===== src/rtl/mem_arbiter.sv =====
// Fetch/data arbiter in front of a synchronous single-port memory.
// Define MEM_ARB_STARVE_GUARD_EN to let starved fetches win contention.
module mem_arbiter #(
  parameter int ADDR_W   = 9,
  parameter int MAX_WAIT = 4
) (
  input  logic              clk,
  input  logic              reset,
  input  logic              if_req,
  input  logic [ADDR_W-1:0] if_addr,
  output logic              if_stall,
  output logic              if_valid,
  output logic [31:0]       if_rdata,
  input  logic              dm_req,
  input  logic              dm_we,
  input  logic [1:0]        dm_size,
  input  logic [ADDR_W-1:0] dm_addr,
  input  logic [31:0]       dm_wdata,
  output logic [31:0]       dm_rdata,
  output logic              dm_valid,
  output logic              dm_stall,
  output logic              dm_err,
  output logic              mem_en,
  output logic              mem_we,
  output logic [1:0]        mem_size,
  output logic [ADDR_W-1:0] mem_addr,
  output logic [31:0]       mem_wdata,
  input  logic [31:0]       mem_rdata
);

  typedef enum logic [1:0] {
    IDLE,
    RD_IF,
    RD_DM
  } state_t;

  state_t      state;
  state_t      state_nx;
  logic        st_ack;
  logic        st_ack_nx;
  logic [31:0] if_hold;
  logic [31:0] dm_hold;
  logic        mis;
  logic        dm_ok;
  logic        starve;
  logic        grant_if;
  logic        grant_dm;

  always_comb begin
    mis = 1'b0;
    case (dm_size)
      2'b00:   mis = 1'b0;
      2'b01:   mis = dm_addr[0];
      2'b10:   mis = |dm_addr[1:0];
      default: mis = 1'b1;
    endcase
  end

`ifdef MEM_ARB_STARVE_GUARD_EN
  localparam int CW = $clog2(MAX_WAIT + 1);

  logic [CW-1:0] wait_cnt;

  assign starve = (wait_cnt == CW'(MAX_WAIT));

  always_ff @(posedge clk or negedge reset) begin
    if (!reset) begin
      wait_cnt <= '0;
    end else if (!if_req || grant_if) begin
      wait_cnt <= '0;
    end else if (!starve) begin
      wait_cnt <= wait_cnt + 1'b1;
    end
  end
`else
  assign starve = 1'b0;
`endif

  always_ff @(posedge clk or negedge reset) begin
    if (!reset) begin
      state   <= IDLE;
      st_ack  <= 1'b0;
      if_hold <= '0;
      dm_hold <= '0;
    end else begin
      state  <= state_nx;
      st_ack <= st_ack_nx;
      if (state == RD_IF) begin
        if_hold <= mem_rdata;
      end
      if (state == RD_DM) begin
        dm_hold <= mem_rdata;
      end else if (st_ack) begin
        dm_hold <= '0;
      end
    end
  end

  // Combinational outputs are gated by reset so they read 0 while held.
  always_comb begin
    dm_ok     = 1'b0;
    grant_if  = 1'b0;
    grant_dm  = 1'b0;
    if_stall  = 1'b0;
    dm_stall  = 1'b0;
    dm_err    = 1'b0;
    mem_en    = 1'b0;
    mem_we    = 1'b0;
    mem_size  = 2'b00;
    mem_addr  = '0;
    mem_wdata = '0;
    state_nx  = IDLE;
    st_ack_nx = 1'b0;
    if (reset) begin
      dm_ok    = dm_req & ~mis;
      dm_err   = dm_req & mis;
      grant_if = if_req & (~dm_ok | starve);
      grant_dm = dm_ok & ~grant_if;
      if_stall = if_req & ~grant_if;
      dm_stall = dm_ok & ~grant_dm;
      if (grant_if) begin
        mem_en   = 1'b1;
        mem_size = 2'b10;
        mem_addr = if_addr;
        state_nx = RD_IF;
      end else if (grant_dm) begin
        mem_en   = 1'b1;
        mem_we   = dm_we;
        mem_size = dm_size;
        mem_addr = dm_addr;
        if (dm_we) begin
          mem_wdata = dm_wdata;
          st_ack_nx = 1'b1;
        end else begin
          state_nx = RD_DM;
        end
      end
    end
  end

  assign if_valid = (state == RD_IF);
  assign if_rdata = if_valid ? mem_rdata : if_hold;
  assign dm_valid = (state == RD_DM) | st_ack;
  assign dm_rdata = (state == RD_DM) ? mem_rdata :
                    st_ack ? 32'h0 : dm_hold;

endmodule

===== config.mk =====
export PLATFORM = sky130hd
export DESIGN_NAME = mem_arbiter
export DESIGN_NICKNAME = d
export VERILOG_FILES = /design/src/rtl/mem_arbiter.sv
export SDC_FILE = /design/constraint.sdc
export NUM_CORES = 1
export LEC_CHECK = 0
export BUFFER_PORTS_ARGS = -buffer_cell sky130_fd_sc_hd__buf_4
export CORE_MARGIN = 2
export CORE_UTILIZATION = 44
export CTS_BUF_LIST = sky130_fd_sc_hd__clkbuf_4
export CTS_CLUSTER_DIAMETER = 30
export DETAILED_ROUTE_END_ITERATION = 10
export PLACE_DENSITY = 0.89
export SETUP_SLACK_MARGIN = 0.05
export SYNTH_ARGS = -nofsm -noshare
export SYNTH_HDL_FRONTEND = slang
export SYNTH_SLANG_ARGS = --single-unit

===== constraint.sdc =====
create_clock -name clk -period 1.44 [get_ports clk]
set_input_delay 0.144 -clock clk [delete_from_list [all_inputs] [get_ports clk]]
set_output_delay 0.144 -clock clk [all_outputs]
set_load 0.02 [all_outputs]

* Word level (Yosys, flattened, before mapping) *
Cells that the tools add are included.

word-level totals
  latch bits = 0
  register bits = 67
  memories kept = 0
  word-level logic and storage cells = 52
  input port bits = 89
  RAM bits = 0
  memory bits (read-only) = 0

operators by class
  reductions and logical operators = 2
  bitwise gates (word level) = 11
  shifts and indexed selects = 0
  div/mod/pow operators = 0
  add/sub/neg operators = 0
  multiply operators = 0
  order comparisons = 0
  mux-type cells = 31
  equality and inequality tests = 4

operators by type and width
  operator            number
  $mux 32             7
  $mux 9              3
  $mux 2              7
  $mux 1              13
  $and 1x1->1         6
  $eq 2x1->1 const B  2
  $eq 2x2->1 const B  2
  $not 1->1           4
  $pmux 1 s3          1
  $logic_not 2->1     1
  $reduce_or 2->1     1
  $or 1x1->1          1

* Longest topological paths before layout *
  depth in word-level cells = 11
  depth in mapped cells = 5

* Worst setup path before layout *
OpenSTA, ideal clock, no wires.

  path kind = register to register
  start point = register state[0]
  end point = register if_hold[10]
  data arrival time = 1,130 ps
  setup slack = 163 ps
  clock period less this slack = 1,277 ps
  path buffers = 2
  cell stages (with the launch flop) = 5
  required time = 1,292 ps
  path through = dfrtp_1 nand2b_1 buf_2 buf_6 mux2_2

between the ends
  word-level cells in the longest chain between the ends = 2

RTL lines
  item                      line  source
  start: declaration        37    state_t state;
  start signal: assignment  86    state <= state_nx;
  $eq 2x1->1                n/a
  $mux 32                   n/a
  named net if_rdata[10]    13    output logic [31:0] if_rdata,
  end signal: assignment    89    if_hold <= mem_rdata;
  end: declaration          41    logic [31:0] if_hold;

The timed path passes the listed nets, and every way through them passes these cells.

* Final worst setup path *
  start point = register state[0]
  end point = output port dm_rdata[23]

between the ends
  word-level cells in the longest chain between the ends = 2

RTL lines
  item              line  source
  $eq 2x2->1        144   assign dm_rdata = (state == RD_DM) ? mem_rdata :
  $mux 32           144
  end: declaration  19    output logic [31:0] dm_rdata,

Every way passes these cells.

==> flow_summary_export.csv <==
group,metric,value,unit
synth,synth.cell_area,0.00319,mm2
clock_tree,cts-htree-levels,3,
outcome,outcome,"finished with violations",
final_layout,syn_to_final_growth,87.9,%
final_layout,multi_input_area,0.00160,mm2
power_and_ir_drop,p_per_area,1120,mW/mm2
synth,syn-num-nets,390,
power_and_ir_drop,sequentialPowerShare,35.6,%
worst_setup_path,arrival,1.75,ns
power_and_ir_drop,internal_power,4.44,mW
die,die_area,0.00795,mm2
clock_tree,root_buffer,"clkbuf_4",
place,gp_congestion,0.761,
routing,post_drt_wl_per_cell,20.8,um
power_and_ir_drop,switching_share,33.8,%
synth,ys_warn_count,0,
clock_tree,cts.sinks,67,
power_and_ir_drop,power.switching,2.26,mW
die,core_area,0.00714,mm2
routing,drt-total-wl,13600,um
clock_tree,clock_path_buffers,2,
clock_tree,clock_latency,0.44,ns
global_route,grt_max_degree,68,
synth,synthDistinctLibCells,24,
die,die_x,89.2,um
clock_tree,cts_tree,"yes",
outcome,violations,"hold timing, setup timing",
global_route,grt_pass1_vias,3297,
clock_tree,numCtsBuffers,9,
final_layout,layout-drive-gt1-share,57.0,%
sta,fin_tns_setup,-24.34,ns
power_and_ir_drop,power_leakage,3.24,nW
power_and_ir_drop,p_clk_share,21.6,%
synth,synth_seq_cells,67,
synth,synthCells,301,
sta,setup_viol,66,
sta,worst_pin_slew,0.849,ns
global_route,grt_remaining_overflow,0,
sta,min_period,1.89,ns
sta,fmax,0.529,GHz
sta,holdWs,-0.0328,ns
worst_setup_path,critical_path_class,"reg -> out",
routing,via_per_inst,5.34,
global_route,antenna_found_initial,0,
die,pin_count,203,
final_layout,seqCellArea,0.00168,mm2
worst_setup_path,critPathCaptureType,"primary output",
routing,remaining_drc_errors,0,
sta,finalCritPeriodShare,131,%
power_and_ir_drop,irDropWorstVdd,0.000523,V
clock_tree,clkSlewWorstSetupHoldPaths,0.12,ns
sta,fin_ws,-0.450,ns
die,initial_utilization,44.7,%
synth,avgSynthCellArea,10.6,um2
final_layout,insertedDiodeCount,0,
run,cap_viol_max_count,0,
hold_path,hp-class,"in -> async",
power_and_ir_drop,combPwrFrac,42.9,%
die,rows,31,
sta,drv_slew,0,
final_layout,n_fill_cell,371,
place,numPortBuffers,201,
routing,firstDrtPassIters,4,
global_route,grt_use_total,27.8,%
synth,seq_area_frac_synth,52.5,%
worst_setup_path,cp_max_fo,9,
sta,final_hold_viol_count,60,
final_layout,layout_common_cells,"156 x buf_4, 67 x dfrtp_1, 62 x buf_6",
global_route,grt_pass1_wl,16700,um
worst_setup_path,cp-start-kind,"register",
place,pre_cts_ws,-0.0893,ns
sta,relSlewSlack,43.4,%
die,die_h,89.2,um
sta,rsz0062_at_grt,"yes",
routing,first_iter_violations,155,
final_layout,mostFrequentLayoutCell,"buf_4",
routing,vias,3500,
routing,antenna_left,0,
place,dpl.hpwl,7040,um
worst_setup_path,worst_ep_required_time,1.30,ns
final_layout,nNetsFinal,640,
sta,clock_skew,0.0276,ns
-- cells in the mapped netlist --
library cell	number	area share (%)
o21ai_2	1	0.27
dfrtp_1	67	53
and2b_1	1	0.24
clkbuf_1	9	1.1
buf_4	1	0.24
nand2b_1	4	0.78
o21ba_4	1	0.51
conb_1	1	0.12
and2_0	1	0.20
nand2_1	81	9.5
nand3_1	4	0.63
mux2i_1	10	3.1
inv_1	1	0.12
a21oi_2	1	0.27
nor2_1	1	0.12
nor3_4	1	0.51
and2_1	3	0.59
nor3_1	1	0.16
and3_1	32	6.3
nand3b_1	32	7.5
buf_6	7	2.5
buf_2	8	1.3
nor2b_1	1	0.20
mux2_2	32	11
-- stage by stage --
stage          total power, mW  instances  cell area, um2  util (%)
6_report                  6.70        655            6000      84.0
5_1_grt                   6.96        655            6000      84.0
4_1_cts                   6.26        637            5640      79.0
3_5_place_dp              4.47        583            4760      66.7
3_3_place_gp              4.40        583            4760      66.7
2_1_floorplan             3.46        301            3190         -
-- cell families (layout without fill, tap and decap cells) --
logic type	after synthesis	count (layout)	share of synthesized area, %
compound gates	3	5	1.06
buf+inv	26	279	5.14
mux	42	42	14.4
simple gates	162	162	26.7
other cells	1	1	0.117
flops	67	67	52.5
-- per-layer routing --
metal | GRT usage, % | routed length, um | up-vias
li1 | - | - | 1511
met1 | 32.9 | 4950 | 1737
met2 | 49.8 | 7070 | 209
met3 | 6.65 | 1120 | 43
met4 | 8.96 | 482 | 0
met5 | 0 | 0 | -
-- worst max-delay path, stage by stage, from the launching register on --
cell	delay [ns]
dfrtp_1	0.43
buf_6	0.14
nand2b_4	0.18
buf_12	0.16
nand3b_1	0.16
nand2_2	0.10
buf_6	0.14
-- power groups by stage --
stage          logic [mW]  registers [mW]  clock network [mW]
2_1_floorplan        1.12            2.34                   0
3_3_place_gp         2.06            2.35                   0
3_5_place_dp         2.09            2.38                   0
4_1_cts              2.51            2.34                1.40
5_1_grt              3.00            2.41                1.56
6_report             2.87            2.38                1.45
-- sequential cells by signal, summed over array words and instances (netlist names) --
register / cells
if_hold: 32
state: 2
st_ack: 1
dm_hold: 32
-- path summary, 6_finish.rpt --
path                                     from      endpoint  slack [ns]  cells past startpoint
worst min register to register    if_hold[20]   if_hold[20]        0.52                      1
max in group asynchronous               reset      state[1]        0.91                      2
worst max register to register       state[0]   dm_hold[26]        0.07                      6
min in group clk                mem_rdata[17]   if_hold[17]           0                      2
worst max-delay path                 state[0]  dm_rdata[23]       -0.45                      6
worst min-delay path                    reset   if_hold[30]       -0.03                      2
-- cell type report --
class,instances,share of cell area (%)
clock buffers,11,1.38
clock inverters,5,1.29
inverters,1,0.0626
repair buffers,262,40.6
well taps,99,2.07
multi-input cells,210,26.7
flip-flops and latches,67,28.0
-- what timing repair did --
item,in CTS,in global routing
hold buffers,34,0
gates resized for setup,88,42
endpoints found under the hold margin,58,0
pin swaps,10,27
endpoints found under the setup margin,81,107
cloned,2,6
setup buffers,2,12
Note: power is estimated with default switching activity, not from simulation.
